<file path="config.mk">
export PLATFORM = sky130hd
export DESIGN_NAME = control_unit
export DESIGN_NICKNAME = d
export VERILOG_FILES = /design/src/rtl/cu_pkg.sv /design/src/rtl/cu_decoder.sv /design/src/rtl/control_unit.sv
export SDC_FILE = /design/constraint.sdc
export NUM_CORES = 1
export LEC_CHECK = 0
export ABC_AREA = 1
export CAP_MARGIN = 15
export CORE_MARGIN = 2
export CORE_UTILIZATION = 23
export CTS_CLUSTER_SIZE = 10
export DETAILED_ROUTE_END_ITERATION = 16
export PLACE_DENSITY = 0.71
export SKIP_CTS_REPAIR_TIMING = 1
export SYNTH_ARGS = -nofsm -noshare
export SYNTH_HDL_FRONTEND = slang
export SYNTH_SLANG_ARGS = --single-unit
</file>
<file path="constraint.sdc">
create_clock -name Clock -period 2 [get_ports Clock]
set_clock_uncertainty 0.05 [all_clocks]
set_input_delay 0.2 -clock Clock [delete_from_list [all_inputs] [get_ports Clock]]
set_output_delay 0.2 -clock Clock [all_outputs]
set_load 0.05 [all_outputs]
</file>
<file path="src/rtl/cu_pkg.sv">
// Shared definitions for the control unit: FSM state codes, opcodes,
// function-select encodings, mux select codes and ARF register selects.
package cu_pkg;

    // FSM state codes; the numeric value is exported on SeqCnt.
    typedef enum logic [2:0] {
        FETCH_L = 3'd0,
        FETCH_H = 3'd1,
        DECODE  = 3'd2,
        EXEC1   = 3'd3,
        EXEC2   = 3'd4,
        HALT    = 3'd7
    } state_t;

    // Opcodes with a dedicated meaning (0-7 are ALU operations).
    localparam logic [3:0] OP_LDI = 4'h8;
    localparam logic [3:0] OP_ST  = 4'h9;
    localparam logic [3:0] OP_BRA = 4'hA;
    localparam logic [3:0] OP_BEQ = 4'hB;
    localparam logic [3:0] OP_BNE = 4'hC;

    // Register-file / ARF function selects.
    localparam logic [1:0] FUN_CLR  = 2'b00;
    localparam logic [1:0] FUN_LOAD = 2'b01;
    localparam logic [1:0] FUN_DEC  = 2'b10;
    localparam logic [1:0] FUN_INC  = 2'b11;

    // MuxA sources (feeds the register file).
    localparam logic [1:0] MUXA_ALU = 2'b00;
    localparam logic [1:0] MUXA_IR  = 2'b01;
    localparam logic [1:0] MUXA_MEM = 2'b10;
    localparam logic [1:0] MUXA_ARF = 2'b11;

    // MuxB sources (feeds the address register file).
    localparam logic [1:0] MUXB_ALU   = 2'b00;
    localparam logic [1:0] MUXB_IR    = 2'b01;
    localparam logic [1:0] MUXB_MEM   = 2'b10;
    localparam logic [1:0] MUXB_CONST = 2'b11;

    // One-hot ARF register enables.
    localparam logic [3:0] ARF_PC = 4'b0100;
    localparam logic [3:0] ARF_AR = 4'b0010;
    localparam logic [3:0] ARF_SP = 4'b0001;

    // ARF output-port select codes.
    localparam logic [1:0] ARF_SEL_SP = 2'b01;
    localparam logic [1:0] ARF_SEL_AR = 2'b10;
    localparam logic [1:0] ARF_SEL_PC = 2'b11;

    // ALU function that passes operand A unchanged (used by stores).
    localparam logic [3:0] ALU_PASS_A = 4'b1000;

    // Enable-all pattern used to clear the register file on reset.
    localparam logic [3:0] RF_ALL = 4'b1111;

    // Position of the Z flag inside {Z,C,N,O}.
    localparam int FLAG_Z = 3;

    // Full control word driven towards the datapath.
    typedef struct packed {
        logic [1:0] rf_outa_sel;
        logic [1:0] rf_outb_sel;
        logic [1:0] rf_fun_sel;
        logic [3:0] rf_rsel;
        logic [3:0] rf_tsel;
        logic [3:0] alu_fun_sel;
        logic [3:0] arf_rsel;
        logic [1:0] arf_outa_sel;
        logic [1:0] arf_outb_sel;
        logic [1:0] arf_fun_sel;
        logic [1:0] mux_a_sel;
        logic [1:0] mux_b_sel;
        logic       ir_lh;
        logic       ir_enable;
        logic       mux_c_sel;
        logic       mem_wr;
        logic       mem_cs;
    } ctrl_t;

    // Every enable inactive; memory chip select is active-low so it idles high.
    localparam ctrl_t CTRL_IDLE = '{
        rf_outa_sel:  2'b00,
        rf_outb_sel:  2'b00,
        rf_fun_sel:   2'b00,
        rf_rsel:      4'b0000,
        rf_tsel:      4'b0000,
        alu_fun_sel:  4'b0000,
        arf_rsel:     4'b0000,
        arf_outa_sel: 2'b00,
        arf_outb_sel: 2'b00,
        arf_fun_sel:  2'b00,
        mux_a_sel:    2'b00,
        mux_b_sel:    2'b00,
        ir_lh:        1'b0,
        ir_enable:    1'b0,
        mux_c_sel:    1'b0,
        mem_wr:       1'b0,
        mem_cs:       1'b1
    };

    // Register-file enable for a 2-bit register index; R0 sits in the MSB.
    function automatic logic [3:0] rf_onehot(input logic [1:0] idx);
        return 4'b1000 >> idx;
    endfunction

endpackage

</file>
<file path="src/rtl/cu_decoder.sv">
// Combinational control-word decoder: maps (reset, state, opcode, IR, flags)
// to the datapath control word.
// Optional feature macro: CU_COND_BRANCH_EN enables BEQ (0xB) / BNE (0xC);
// without it those opcodes behave as NOP.
module cu_decoder
    import cu_pkg::*;
(
    input  logic        rst_i,
    input  state_t      state_i,
    input  logic [3:0]  opcode_i,
    input  logic [15:0] ir_i,
    input  logic [3:0]  flags_i,
    output ctrl_t       ctrl_o
);

    logic [1:0] dst;
    logic [1:0] src1;
    logic [1:0] src2;
    logic       unused_bits;

    assign dst  = ir_i[11:10];
    assign src1 = ir_i[9:8];
    assign src2 = ir_i[7:6];

    // Opcode comes from the latched register, IMM is routed by the datapath
    // muxes, so these IR bits and the non-zero flags are not needed here.
`ifdef CU_COND_BRANCH_EN
    assign unused_bits = ^{ir_i[15:12], ir_i[5:0], flags_i[2:0]};
`else
    assign unused_bits = ^{ir_i[15:12], ir_i[5:0], flags_i};
`endif

    // Build the control word; reset overrides every state.
    always_comb begin
        logic pc_load;
        ctrl_o  = CTRL_IDLE;
        pc_load = 1'b0;
        if (rst_i) begin
            ctrl_o.arf_fun_sel = FUN_LOAD;
            ctrl_o.arf_rsel    = ARF_PC;
            ctrl_o.mux_b_sel   = MUXB_CONST;
            ctrl_o.rf_fun_sel  = FUN_CLR;
            ctrl_o.rf_rsel     = RF_ALL;
            ctrl_o.rf_tsel     = RF_ALL;
        end else begin
            case (state_i)
                FETCH_L, FETCH_H: begin
                    ctrl_o.mem_cs       = 1'b0;
                    ctrl_o.arf_outb_sel = ARF_SEL_PC;
                    ctrl_o.ir_enable    = 1'b1;
                    ctrl_o.ir_lh        = (state_i == FETCH_H);
                    ctrl_o.arf_fun_sel  = FUN_INC;
                    ctrl_o.arf_rsel     = ARF_PC;
                end
                EXEC1: begin
                    if (!opcode_i[3]) begin
                        ctrl_o.rf_outa_sel = src1;
                        ctrl_o.rf_outb_sel = src2;
                        ctrl_o.alu_fun_sel = {1'b0, opcode_i[2:0]};
                        ctrl_o.mux_a_sel   = MUXA_ALU;
                        ctrl_o.rf_fun_sel  = FUN_LOAD;
                        ctrl_o.rf_rsel     = rf_onehot(dst);
                    end else begin
                        case (opcode_i)
                            OP_LDI: begin
                                ctrl_o.mux_a_sel  = MUXA_IR;
                                ctrl_o.rf_fun_sel = FUN_LOAD;
                                ctrl_o.rf_rsel    = rf_onehot(dst);
                            end
                            OP_ST: begin
                                ctrl_o.rf_outa_sel  = dst;
                                ctrl_o.alu_fun_sel  = ALU_PASS_A;
                                ctrl_o.mem_cs       = 1'b0;
                                ctrl_o.mem_wr       = 1'b1;
                                ctrl_o.arf_outb_sel = ARF_SEL_AR;
                            end
                            OP_BRA: pc_load = 1'b1;
`ifdef CU_COND_BRANCH_EN
                            OP_BEQ: pc_load = flags_i[FLAG_Z];
                            OP_BNE: pc_load = !flags_i[FLAG_Z];
`endif
                            default: ;
                        endcase
                    end
                    if (pc_load) begin
                        ctrl_o.mux_b_sel   = MUXB_IR;
                        ctrl_o.arf_fun_sel = FUN_LOAD;
                        ctrl_o.arf_rsel    = ARF_PC;
                    end
                end
                EXEC2: begin
                    // Second half of a store: AR takes IMM.
                    if (opcode_i == OP_ST) begin
                        ctrl_o.mux_b_sel   = MUXB_IR;
                        ctrl_o.arf_fun_sel = FUN_LOAD;
                        ctrl_o.arf_rsel    = ARF_AR;
                    end
                end
                default: ;
            endcase
        end
    end

endmodule

</file>
<file path="src/rtl/control_unit.sv">
// Control unit top: instruction sequencing FSM and latched opcode; the
// control word itself comes from cu_decoder.
// Optional feature macro: CU_COND_BRANCH_EN (conditional branches BEQ/BNE).
module control_unit
    import cu_pkg::*;
#(
    parameter logic [7:0] RESET_PC = 8'h00,
    parameter logic [3:0] HALT_OP  = 4'hF
)
(
    input  logic        Clock,
    input  logic        Reset,
    input  logic [15:0] IROut,
    input  logic [3:0]  ALUOutFlag,
    output logic [1:0]  RF_OutASel,
    output logic [1:0]  RF_OutBSel,
    output logic [1:0]  RF_FunSel,
    output logic [3:0]  RF_RSel,
    output logic [3:0]  RF_TSel,
    output logic [3:0]  ALU_FunSel,
    output logic [3:0]  ARF_RSel,
    output logic [1:0]  ARF_OutASel,
    output logic [1:0]  ARF_OutBSel,
    output logic [1:0]  ARF_FunSel,
    output logic [1:0]  MuxASel,
    output logic [1:0]  MuxBSel,
    output logic        IR_LH,
    output logic        IR_Enable,
    output logic        MuxCSel,
    output logic        Mem_WR,
    output logic        Mem_CS,
    output logic [2:0]  SeqCnt,
    output logic        Halted
);

    state_t     state_q, state_d;
    logic [3:0] opcode_q, opcode_d;
    ctrl_t      ctrl;
    logic [7:0] unused_reset_pc;

    // RESET_PC is the value the datapath constant source presents when
    // MuxBSel selects CONST; the sequencer itself never needs it.
    assign unused_reset_pc = RESET_PC;

    // State and opcode registers; reset wins over every transition.
    always_ff @(posedge Clock) begin
        if (Reset) begin
            state_q  <= FETCH_L;
            opcode_q <= 4'h0;
        end else begin
            state_q  <= state_d;
            opcode_q <= opcode_d;
        end
    end

    // Next-state and opcode-latch logic.
    always_comb begin
        state_d  = state_q;
        opcode_d = opcode_q;
        case (state_q)
            FETCH_L: state_d = FETCH_H;
            FETCH_H: state_d = DECODE;
            DECODE: begin
                opcode_d = IROut[15:12];
                state_d  = (IROut[15:12] == HALT_OP) ? HALT : EXEC1;
            end
            EXEC1:   state_d = (opcode_q == OP_ST) ? EXEC2 : FETCH_L;
            EXEC2:   state_d = FETCH_L;
            HALT:    state_d = HALT;
            default: state_d = FETCH_L;
        endcase
    end

    cu_decoder u_decoder (
        .rst_i    (Reset),
        .state_i  (state_q),
        .opcode_i (opcode_q),
        .ir_i     (IROut),
        .flags_i  (ALUOutFlag),
        .ctrl_o   (ctrl)
    );

    assign RF_OutASel  = ctrl.rf_outa_sel;
    assign RF_OutBSel  = ctrl.rf_outb_sel;
    assign RF_FunSel   = ctrl.rf_fun_sel;
    assign RF_RSel     = ctrl.rf_rsel;
    assign RF_TSel     = ctrl.rf_tsel;
    assign ALU_FunSel  = ctrl.alu_fun_sel;
    assign ARF_RSel    = ctrl.arf_rsel;
    assign ARF_OutASel = ctrl.arf_outa_sel;
    assign ARF_OutBSel = ctrl.arf_outb_sel;
    assign ARF_FunSel  = ctrl.arf_fun_sel;
    assign MuxASel     = ctrl.mux_a_sel;
    assign MuxBSel     = ctrl.mux_b_sel;
    assign IR_LH       = ctrl.ir_lh;
    assign IR_Enable   = ctrl.ir_enable;
    assign MuxCSel     = ctrl.mux_c_sel;
    assign Mem_WR      = ctrl.mem_wr;
    assign Mem_CS      = ctrl.mem_cs;
    assign SeqCnt      = state_q;
    assign Halted      = (state_q == HALT);

endmodule

</file>
Word level (Yosys, flattened, before mapping):

Index checks and enable logic that the tools add are counted.
Widths: inputs -> output; s select.

* mux-type cells: 45
* equal/unequal tests: 9
* reduce and logical (&&, ||, !) cells: 2
* shift-type cells: 1

Operators by type and width (number)
* $mux 2: 17
* $mux 4: 7
* $eq 4x4->1 const B: 4
* $pmux 3 s5: 1
* $mux 6: 2
* $mux 10: 1
* $mux 3: 3
* $pmux 3 s3: 1
* $mux 1: 8
* $eq 3x2->1 const B: 2
* $eq 3x3->1 const B: 2
* $pmux 2 s3: 1
* $mux 5: 1
* $pmux 1 s2: 2
* $pmux 2 s2: 1
* $shr 4x2->4 const A: 1
* $eq 3x1->1 const B: 1
* $logic_not 3->1: 1
* $reduce_or 2->1: 1

* flip-flop bits (word level): 7
* output and inout bits: 41

Depth between registers and ports, before layout:

* depth after elaboration: 8
* gate-level depth with buffers: 7
* mapped depth without buffers: 7

Cells and area by module:

A second synthesis with hierarchy kept.

* cell total of the unflattened synthesis: 126
* area total of the unflattened synthesis: 729.4 sq um

By module, submodules not included
* cu_decoder: cells each 85, area an instance 430.4 sq um, times used 1
* control_unit: cells each 41, area an instance 299.0 sq um, times used 1

Worst setup path before layout:

Ideal clock, no wire load.

* kind: reg-to-output
* from: register state_q[1], in the netlist SeqCnt[1]
* to: output port Mem_CS
* required time: 1.750 ns
* arrival: 2.090 ns
* cell stages (with the launch flop): 6
* slack: -0.340 ns
* cell sequence: dfxtp_1 -> nand2_2 -> nor2_4 -> nand3_1 -> a21oi_2 -> inv_1

* cells in the longest elaborated chain, start to end: 4
* elaborated cells on any way between the ends: 6
* classes of those cells: eq/ne: 2; mux: 2; reduce/logical: 2

Ends and longest elaborated chain
* start: declaration: RTL line control_unit.sv:36 `state_t state_q, state_d;`
* start signal: assignment: RTL line control_unit.sv:51 `state_q <= state_d;`
* $eq 3x1->1 / $logic_not 3->1 (equally long branches): RTL line cu_decoder.sv:46 `case (state_i)`
* $reduce_or 2->1: RTL line cu_decoder.sv:46
* $pmux 1 s2 (*): RTL line cu_decoder.sv:46
* $mux 2 (*): RTL line cu_decoder.sv:38 `if (rst_i) begin`
* end: declaration: RTL line control_unit.sv:31 `output logic Mem_CS,`

Mark *: on every way between the ends. The rest lies on a longest branch, timed or not.

Worst setup path in the final report:

* from: register state_q[1], in the netlist SeqCnt[1]
* to: output port ALU_FunSel[1]

* cells in the longest elaborated chain, start to end: 3

Ends and longest elaborated chain
* $eq 3x2->1: RTL line cu_decoder.sv:46
* $mux 4: RTL line cu_decoder.sv:46
* $mux 4: RTL line cu_decoder.sv:38
* end: declaration: RTL line control_unit.sv:20 `output logic [3:0] ALU_FunSel,`

No other way between the ends.

==> run summary <==
Adding up every negative setup slack in the final design gives 0 ps. The run finished with clean final reports. The number of standard cells after synthesis is 112. The post-route antenna net violation count came out at 0.

The largest net degree at the start of global routing came out at 12. The global routing usage summed across all routing layers came out at 13.3%. The largest fanout of any net on the critical path is 8.

The startpoint identified for the worst register-to-register timing path is SeqCnt[2]. For this configuration, the core starts out at a cell density of roughly a quarter. In the global route stage, met2 resource usage came out at 24.0%. After floorplanning, the core was sized to cover between 2000 and 3000 um2. The final design utilization came out at 51.3%. The commonest cells after synthesis are sky130_fd_sc_hd__nand2_1, sky130_fd_sc_hd__nor2_1, sky130_fd_sc_hd__buf_4, sky130_fd_sc_hd__inv_1, sky130_fd_sc_hd__nand3_1.

STA classifies the critical path endpoint as an output pin. In this design, the critical path's most frequently occurring cell is sky130_fd_sc_hd__nor2_4. The count of state elements after synthesis came out at 7. The H-tree depth came out at 1. In the post-synthesis netlist, the cell with the most instances is sky130_fd_sc_hd__nand2_1. TritonCTS built the clock tree. Summed over all cells, the static leakage comes to between 0.0006 and 0.0007 uW. The number of antenna violations at the first check in global routing came out at 0. The hold violation total from the final report is 0. The worst setup path is of the flop to output pin kind. The post-synthesis area per instance came out at slightly above 6 um2.

Counting buffers and inverters, the worst setup path is 7 cells deep. The layer flagged by global routing as most heavily used is met2. The clock insertion delay at the later pin of the skew report is 260 ps. In this run the horizontal extent of the chip is about 58 um.

The maximum count of clock buffers along a single path came out at 2. The unique cell type count in the Yosys netlist came out at 18. The height of the die came out at 58.2 um.

The critical path goes through nand2_2 > nor2_4 > nand2_4 > nor2_4 > inv_2 > nor2_1 > buf_12. The top cell type's share of synthesized area came out at about a fifth. The share of flip-flops with an asynchronous set or reset came out at 0%. The number of detailed-route iterations in the first pass is 4. The total of warnings raised by yosys came out at 0.

The filler cell count in the final layout came out at 258. Yosys attributes the largest share of cell area to sky130_fd_sc_hd__dfxtp_1, sky130_fd_sc_hd__buf_4, sky130_fd_sc_hd__nand2_1. After clock tree synthesis, the clock-pin slew on the worst setup and hold paths is around 50 ps. In the global route stage, met1 resource usage came out at between 10% and 20%. The met3 routing resource usage after global routing is under 10%. The number of buffers and inverters on the critical path is 2.

The port buffer count is 45. The wire length reported by the detailed router came out at approximately 2100 um. Setup repair after global routing left no endpoint under its margin. The number of max-slew violations in the final report is 0.

For this design, the sink count on the clock tree is 7. The number of global-route vias before repair is about 780. The worst min-delay path category is flop to flop. The floorplan die area is approximately 3400 um2. Subtracting the final worst setup slack from the clock period gives ~1900 ps. Among all stages on the critical path, the largest delay is contributed by sky130_fd_sc_hd__dfxtp_2. For this block, the via count after detailed routing is 806. The ratio of final minimum period to clock period came out at between 90% and 100%. The total CTS buffers is 3. The most critical setup path has its endpoint at ALU_FunSel[1]. The areal power density over the cells is 453 nW/um2. The detailed-placement wirelength estimate is between 1500 and 2000 um. The sequential cell area fraction in the yosys report is ~21%.

The largest area contributor in the synthesized netlist is sky130_fd_sc_hd__dfxtp_1. The top-level port count came out at between 60 and 70. The first global-routing pass estimated 3470 um of wire. The cell sitting at the root of the clock tree is a sky130_fd_sc_hd__clkbuf_4. The worst setup path is launched from a flop. The total overflow left after global routing is 0. The worst path arrival time is roughly 1600 ps. The mean number of vias per cell is ~4.4. The stage delay of the slowest cell on the critical path came out at 380 ps. The area added between synthesis and finish came out at 111%. Among cell families on the critical path, the largest total delay comes from simple AND/OR/NAND/NOR gates. The share of layout cells above drive strength 1 is approximately a third. The net count of the finished layout is around 180. The final setup violation count is 0.

The average wire per cell in the routed design is between 10 and 15 um. The cell depth of the worst flop-to-flop path came out at 4. The cell area after synthesis came out at between 600 and 700 um2. The number of diodes added for antenna fixing is 0. The relative slew slack came out at between 60% and 70%. After detailed routing, the number of remaining DRC violations is 0. The synthesized design contains 0 enable-type register cells. The predominant post-synthesis flop cell is sky130_fd_sc_hd__dfxtp_1. The congestion estimate from routability-driven global placement came to ~0.77.

The number of placement rows came out at 19. The transition time of the tightest slew-check pin is roughly 500 ps. The maximum achievable frequency came out at ~530 MHz. The worst ir drop on vdd came out at between 0.0002 and 0.0003 V. The number of violations reported at the end of detailed-routing iteration 0 came out at 21. The slack of the worst reg-to-reg path came out at approximately 760 ps. The most critical setup path has its startpoint at SeqCnt[1]. The required time reported for the critical path endpoint is between 1500 and 2000 ps. The worst flop-to-flop path endpoint is opcode_q[1].

The max capacitance violation total came out at 0.
-- layout make-up --
type	instances	area [um2]	share of cell area [%]
Timing Repair Buffer	47	763	53.5
Tap cell	31	38.8	2.72
Clock buffer	4	26.3	1.84
Multi-Input combinational cell	79	395	27.7
Sequential cell	7	143	10.0
Inverter	16	60.1	4.21
-- per-stage QoR --
step	worst slack [ps]	power [uW]	area, um2	std cells	hold slack, ps
after floorplan	33.4	376	716	118	219
after global placement	330	513	1400	180	406
after detailed placement	344	519	1400	180	423
after CTS	128	649	1430	184	430
after global routing	10.1	677	1430	184	453
final	125	646	1430	184	430
-- power by group --
part	total (uW)	switching, uW	internal, uW
registers	161	11.2	150
logic	355	214	141
clock network	130	53.8	76.2
total	646	279	367
-- sequential cells by signal (all words and copies together) (netlist names) --
name	cells
SeqCnt	3
opcode_q	4
-- worst min path at each step --
stage	start	endpoint	slack (ps)	depth (start not counted)
6_report	SeqCnt[0]	SeqCnt[0]	430	1
3_3_place_gp	opcode_q[0]	opcode_q[0]	410	2
3_5_place_dp	SeqCnt[0]	SeqCnt[0]	420	1
4_1_cts	SeqCnt[0]	SeqCnt[0]	430	1
2_1_floorplan	Reset	opcode_q[0]	220	1
5_1_grt	SeqCnt[0]	SeqCnt[0]	450	1
-- worst reg2reg max path, cell delays in order, from the launching register on --
cell and delay (ps):
sky130_fd_sc_hd__dfxtp_1 470, sky130_fd_sc_hd__inv_1 130, sky130_fd_sc_hd__nand3_1 210, sky130_fd_sc_hd__o21ai_0 150
sky130_fd_sc_hd__a21oi_1 160
-- layer usage --
metal  part of all wire (%)  up-vias
met1                     39      356
met3                    6.5        5
met2                     53       35
met4                    1.8        0
li1                       -      410
met5                      0        -
-- cell usage in the layout (no fill, tap or decap), drive strengths merged, types with 4 or more instances in the layout --
| cell | count |
|---|---|
| nor2 | 21 |
| clkbuf | 4 |
| o21ai | 4 |
| nand2 | 25 |
| conb | 7 |
| clkdlybuf4s50 | 14 |
| dfxtp | 7 |
| a21oi | 7 |
| buf | 33 |
| inv | 16 |
| nand3 | 11 |
-- logic make-up (layout without fill, tap and decap cells) --
kind of cell,count (synthesis),count (layout),synth area share (%)
buf+inv,32,67,26.3
compound gates,11,11,8.70
flops,7,7,20.7
other cells,1,7,0.555
simple gates,61,61,43.7
Note: power is estimated with default switching activity, not from simulation.
